`config.mk`:
```
export PLATFORM = sky130hd
export DESIGN_NAME = load_store_unit
export DESIGN_NICKNAME = d
export VERILOG_FILES = /design/src/rtl/lsu_pkg.sv /design/src/rtl/lsu_align.sv /design/src/rtl/load_store_unit.sv
export SDC_FILE = /design/constraint.sdc
export NUM_CORES = 1
export LEC_CHECK = 0
export ABC_AREA = 1
export BUFFER_PORTS_ARGS = -buffer_cell sky130_fd_sc_hd__clkbuf_2
export CORE_UTILIZATION = 45
export DETAILED_ROUTE_END_ITERATION = 8
export PLACE_DENSITY = 0.67
export RECOVER_POWER = 100
export SLEW_MARGIN = 20
export SYNTH_ARGS = -nofsm -noshare
export SYNTH_HDL_FRONTEND = slang
export SYNTH_SLANG_ARGS = --single-unit
```
`constraint.sdc`:
```
create_clock -name clk -period 2.2 [get_ports clk]
set_clock_uncertainty 0.15 [all_clocks]
set_input_delay 0.22 -clock clk [delete_from_list [all_inputs] [get_ports clk]]
set_output_delay 0.22 -clock clk [all_outputs]
set_load 0.01 [all_outputs]
```
`src/rtl/lsu_pkg.sv`:
```
// Shared types for the load/store unit: access-size encodings, FSM states,
// and the legality check applied to every accepted request.
package lsu_pkg;

    localparam int ADDR_W      = 7;
    localparam int WORD_ADDR_W = 5;
    localparam int DATA_W      = 32;

    typedef enum logic [1:0] {
        SIZE_BYTE = 2'b00,
        SIZE_HALF = 2'b01,
        SIZE_WORD = 2'b10,
        SIZE_ILL  = 2'b11
    } size_e;

    typedef enum logic [1:0] {
        ST_IDLE,
        ST_ACCESS,
        ST_WRITE,
        ST_RESP
    } state_e;

    // A request is bad when its size is illegal or its address is not
    // naturally aligned to that size.
    function automatic logic is_bad_req(input size_e size, input logic [1:0] addr_lo);
        logic bad;
        case (size)
            SIZE_BYTE: bad = 1'b0;
            SIZE_HALF: bad = addr_lo[0];
            SIZE_WORD: bad = (addr_lo != 2'b00);
            default:   bad = 1'b1;
        endcase
        return bad;
    endfunction

endpackage

```
`src/rtl/lsu_align.sv`:
```
// Lane handling for the load/store unit: picks the addressed byte/half out of
// a memory word with sign or zero extension, and merges sub-word store data
// into the word read back from memory.
module lsu_align
    import lsu_pkg::*;
(
    input  logic [DATA_W-1:0] rd_data,
    input  logic [1:0]        addr_lo,
    input  size_e             size,
    input  logic              is_unsigned,
    input  logic [DATA_W-1:0] wdata,
    output logic [DATA_W-1:0] load_data,
    output logic [DATA_W-1:0] merged_data
);

    logic [4:0]  byte_off;
    logic [7:0]  byte_sel;
    logic [15:0] half_sel;

    // Little-endian lane selection: byte lane addr_lo, half lane addr_lo[1]
    always_comb begin
        byte_off = {addr_lo, 3'b000};
        byte_sel = rd_data[byte_off +: 8];
        half_sel = addr_lo[1] ? rd_data[31:16] : rd_data[15:0];
    end

    // Extend the selected lane to a full word for load results
    always_comb begin
        case (size)
            SIZE_BYTE: load_data = {{24{~is_unsigned & byte_sel[7]}}, byte_sel};
            SIZE_HALF: load_data = {{16{~is_unsigned & half_sel[15]}}, half_sel};
            default:   load_data = rd_data;
        endcase
    end

    // Replace the target lane of the read word with the store data
    always_comb begin
        // NOTE: assigning a full default before the case keeps every path
        // driven, so no latch is inferred for the untouched lanes.
        merged_data = rd_data;
        case (size)
            SIZE_BYTE: merged_data[byte_off +: 8] = wdata[7:0];
            SIZE_HALF: begin
                if (addr_lo[1]) merged_data[31:16] = wdata[15:0];
                else            merged_data[15:0]  = wdata[15:0];
            end
            default:   merged_data = wdata;
        endcase
    end

endmodule

```
`src/rtl/load_store_unit.sv`:
```
// Single-outstanding load/store unit in front of a 32-word asynchronous-read
// memory. Loads and word stores take one memory cycle; byte/half stores do a
// read-modify-write over two cycles. Bad requests answer at once with an error.
module load_store_unit
    import lsu_pkg::*;
(
    input  logic                   clk,
    input  logic                   rst,
    input  logic                   req_valid,
    output logic                   req_ready,
    input  logic                   req_is_store,
    input  logic [1:0]             req_size,
    input  logic                   req_unsigned,
    input  logic [ADDR_W-1:0]      req_addr,
    input  logic [DATA_W-1:0]      req_wdata,
    output logic                   resp_valid,
    input  logic                   resp_ready,
    output logic [DATA_W-1:0]      resp_rdata,
    output logic                   resp_err,
    output logic [WORD_ADDR_W-1:0] mem_addr,
    output logic [DATA_W-1:0]      mem_wr_data,
    output logic                   mem_wr_en,
    input  logic [DATA_W-1:0]      mem_rd_data
);

    state_e              state_q,    state_d;
    logic                is_store_q, is_store_d;
    size_e               size_q,     size_d;
    logic                unsigned_q, unsigned_d;
    logic [ADDR_W-1:0]   addr_q,     addr_d;
    logic [DATA_W-1:0]   wdata_q,    wdata_d;
    logic [DATA_W-1:0]   merged_q,   merged_d;
    logic [DATA_W-1:0]   rdata_q,    rdata_d;
    logic                err_q,      err_d;

    logic [DATA_W-1:0]   load_data;
    logic [DATA_W-1:0]   merged_data;

    lsu_align u_align (
        .rd_data     (mem_rd_data),
        .addr_lo     (addr_q[1:0]),
        .size        (size_q),
        .is_unsigned (unsigned_q),
        .wdata       (wdata_q),
        .load_data   (load_data),
        .merged_data (merged_data)
    );

    // NOTE: reset forces IDLE asynchronously, so ready is also gated by rst to
    // stay low for the whole time reset is held.
    assign req_ready  = (state_q == ST_IDLE) & rst;
    assign resp_valid = (state_q == ST_RESP);
    assign resp_rdata = rdata_q;
    assign resp_err   = err_q;
    assign mem_addr   = addr_q[ADDR_W-1:2];

    // Next-state, request capture and memory strobe generation
    always_comb begin
        state_d     = state_q;
        is_store_d  = is_store_q;
        size_d      = size_q;
        unsigned_d  = unsigned_q;
        addr_d      = addr_q;
        wdata_d     = wdata_q;
        merged_d    = merged_q;
        rdata_d     = rdata_q;
        err_d       = err_q;
        mem_wr_en   = 1'b0;
        mem_wr_data = '0;

        case (state_q)
            ST_IDLE: begin
                if (req_valid && req_ready) begin
                    is_store_d = req_is_store;
                    size_d     = size_e'(req_size);
                    unsigned_d = req_unsigned;
                    addr_d     = req_addr;
                    wdata_d    = req_wdata;
                    rdata_d    = '0;
                    err_d      = is_bad_req(size_e'(req_size), req_addr[1:0]);
                    state_d    = err_d ? ST_RESP : ST_ACCESS;
                end
            end
            ST_ACCESS: begin
                if (!is_store_q) begin
                    rdata_d = load_data;
                    state_d = ST_RESP;
                end else if (size_q == SIZE_WORD) begin
                    mem_wr_en   = 1'b1;
                    mem_wr_data = wdata_q;
                    state_d     = ST_RESP;
                end else begin
                    merged_d = merged_data;
                    state_d  = ST_WRITE;
                end
            end
            ST_WRITE: begin
                mem_wr_en   = 1'b1;
                mem_wr_data = merged_q;
                state_d     = ST_RESP;
            end
            ST_RESP: begin
                if (resp_ready) state_d = ST_IDLE;
            end
            default: state_d = ST_IDLE;
        endcase
    end

    // State and request registers; reset abandons any access in flight
    always_ff @(posedge clk or negedge rst) begin
        if (!rst) begin
            state_q    <= ST_IDLE;
            is_store_q <= 1'b0;
            size_q     <= SIZE_BYTE;
            unsigned_q <= 1'b0;
            addr_q     <= '0;
            wdata_q    <= '0;
            merged_q   <= '0;
            rdata_q    <= '0;
            err_q      <= 1'b0;
        end else begin
            // NOTE: non-blocking updates so every flop samples pre-edge values.
            state_q    <= state_d;
            is_store_q <= is_store_d;
            size_q     <= size_d;
            unsigned_q <= unsigned_d;
            addr_q     <= addr_d;
            wdata_q    <= wdata_d;
            merged_q   <= merged_d;
            rdata_q    <= rdata_d;
            err_q      <= err_d;
        end
    end

endmodule
```
==> results.yml <==
run:
  cap_violations: 0
worst_setup_path:
  slowest_stage: "dfrtp_1"
  cp.required_ns: 1.83
  end_kind: "output port"
  crit_fanout: 9
  cp-start-kind: "flip-flop"
  timing.critical_path.buf_inv: 4
  cpPeakStageDelay_ns: 0.39
  crit_family: "buffers and inverters"
  ff2ff_path_depth: 5
  cp_cell_sequence: "inv_2, ha_4, nand2_2, clkinv_4, buf_12, nand3_1, a21oi_4, buf_6"
  path_class: "reg -> out"
  path_depth: 8
  cp.arrival_ns: 1.76
clock_network:
  cts_tree: "done"
  clkTransAtPathRegs_ns: 0.07
  insertion_delay_ns: 0.36
  htree_num_levels: 3
  cts_buffers: 9
  numClockSinks: 110
  cts_root_buffer: "clkbuf_16"
  clk_path_buf_depth: 2
global_routing:
  grt_antenna_before_repair: 0
  grt_max_degree: 111
  grt_overflow: 0
  grt_pass1_wl_microns: 35200
  grt_usage_pct: 28.5
  grt_pass1_vias: 6665
routing:
  drtPass1Iterations: 6
  drt_wl_total_microns: 22800
  viasPerCell: 5.22
  drc: 0
  drt_iter0_drc: 608
  ant_nets: 0
  wl_per_cell_microns: 16.3
  vias: 7266
floorplanning:
  die_x_microns: 126
  start_util_pct: 46.8
  coreArea_sq_mm: 0.0148
  fp.dieH_microns: 126
  dieArea_sq_mm: 0.0158
  ioPinCount: 152
  std_cell_rows: 44
finish:
  drive_gt1_share_pct: 20.6
  area_growth_pct: 29.4
  multi_input_area_sq_mm: 0.00375
  seq_area_sq_mm: 0.00275
  nNetsFinal: 1293
  fin_cells: 1393
  diodes: 0
  fillers: 1405
sta:
  fin_crit_ns: 2.13
  rsz0062_at_grt: "no"
  setup-violations-final: 0
  worstMarginPinSlew_ns: 1.09
  slew-limit-headroom_pct: 27.1
  fin_crit_sh_pct: 96.9
  hold_viol: 0
  drv_slew: 0
  max_freq_mhz: 469
  fin_tns_setup_ns: 0
synthesis:
  netlist-cell-type-count: 28
  syn-num-nets: 1107
  synthTopCellsByArea: "dfrtp_1 (40%), nand2_1 (16%), nor2_1 (11%)"
  yosys.area.top_type_share_pct: 39.9
  synth_seq_cells: 110
  yosysTopAreaCell: "dfrtp_1"
  syn_area_per_cell_sq_um: 6.78
  yosys_warnings: 0
  syn_inst: 1018
  syn_area_sq_mm: 0.00690
  ys_seq_area_share_pct: 39.9
placement:
  gp_congestion: 0.950
  dp_cells: 1321
  dp_hpwl_microns: 15400
  io_buffer_count: 151
hold_path:
  hp-class: "in -> reg"
  hold_depth: 3
power:
  peakVddDrop_uv: 1250
  p_leak_nw: 4.47
  power_density_mw_per_mm2: 1500
run_status:
  status: "completed"
[tightest hold or removal path, stage by stage]
cell	delay, ns
clkbuf_2	0.08
inv_1	0.09
o21ai_0	0.10
[cells in the final DEF (no fill, tap or decap), drive strengths merged]
master / count
o21ai: 60
clkinv: 2
dlygate4sd3: 42
dfrtp: 110
bufinv: 2
or2: 4
nor2: 209
nor3: 1
buf: 44
ha: 10
clkbuf: 161
mux2: 30
a21boi: 5
a22oi: 1
nand3: 83
a21oi: 77
nand2: 301
inv: 62
o211ai: 4
clkinvlp: 1
[state kept, by name, summed over array words and instances, names as in the netlist]
| register | flops |
|---|---|
| size_q | 2 |
| is_store_q | 1 |
| resp_rdata | 32 |
| addr_q | 7 |
| merged_q | 32 |
| state_q | 2 |
| wdata_q | 32 |
| unsigned_q | 1 |
| resp_err | 1 |
[synth_stat cells (all sizes together)]
cell type	n
a21boi	5
a21oi	77
a22oi	1
buf	32
clkbuf	28
clkinv	3
dfrtp	110
ha	10
inv	60
mux2	30
nand2	301
nand3	83
nor2	209
nor3	1
o211ai	4
o21ai	60
or2	4
[where the power goes]
group          internal [W]  switching (W)  leakage, nW
Clock               0.00110       0.000788        0.165
Combinational       0.00290        0.00484         2.97
Sequential          0.00294       0.000840         1.33
[final cells by class]
type | instances | area share, %
Multi-Input combinational cell | 785 | 42.0
Tap cell | 184 | 2.58
Sequential cell | 110 | 30.9
Inverter | 63 | 2.73
Clock buffer | 12 | 2.99
Clock inverter | 4 | 0.855
Timing Repair Buffer | 235 | 18.0
[through the flow]
step	util, %	hold WS, ns	cell area, sq um	power (W)	setup WS [ns]
after floorplan	-	-0.226	6900	0.00841	0.0723
after CTS	59.8	0.00225	8820	0.0130	0.00366
after global placement	53.6	0.255	7910	0.0107	0.287
after detailed placement	53.6	0.253	7910	0.0107	0.221
after global routing	60.5	0.0421	8920	0.0145	0.0106
final	60.5	0.0210	8920	0.0134	0.0673
[worst paths after layout]
check                                   start              to  slack, ns
worst max register to register     state_q[0]       addr_q[5]       0.22
min in group asynchronous                 rst      wdata_q[5]       0.74
worst min register to register  resp_rdata[9]   resp_rdata[9]       0.33
max in group asynchronous                 rst     wdata_q[10]       0.34
worst min-delay path              req_addr[1]       addr_q[1]       0.02
worst max-delay path               state_q[1]  mem_wr_data[3]       0.07
[kinds of logic after synthesis]
logic type / count (synthesis) / share of synthesized area (%)
flops: 110 / 39.9
buf+inv: 123 / 7.56
fa+ha+maj: 10 / 1.81
mux: 30 / 4.90
compound gates: 147 / 11.0
simple gates: 598 / 34.8
[repair_timing]
action | in CTS | in global routing
setup buffers | 3 | 8
hold buffers | 42 | 0
pin swaps | 1 | 3
cloned | 2 | 2
endpoints found under the hold margin | 151 | 0
endpoints found under the setup margin | 33 | 33
resized for setup | 15 | 31
[per-layer routing]
| layer | part of all wire [%] | GRT usage, % | wire, microns |
|---|---|---|---|
| met1 | 45 | 39.2 | 10300 |
| met2 | 46 | 45.6 | 10500 |
| met3 | 6.1 | 4.67 | 1380 |
| met4 | 2.6 | 10.1 | 590 |
| met5 | 0 | 0 | 0 |
(Power assumes the default switching activity.)
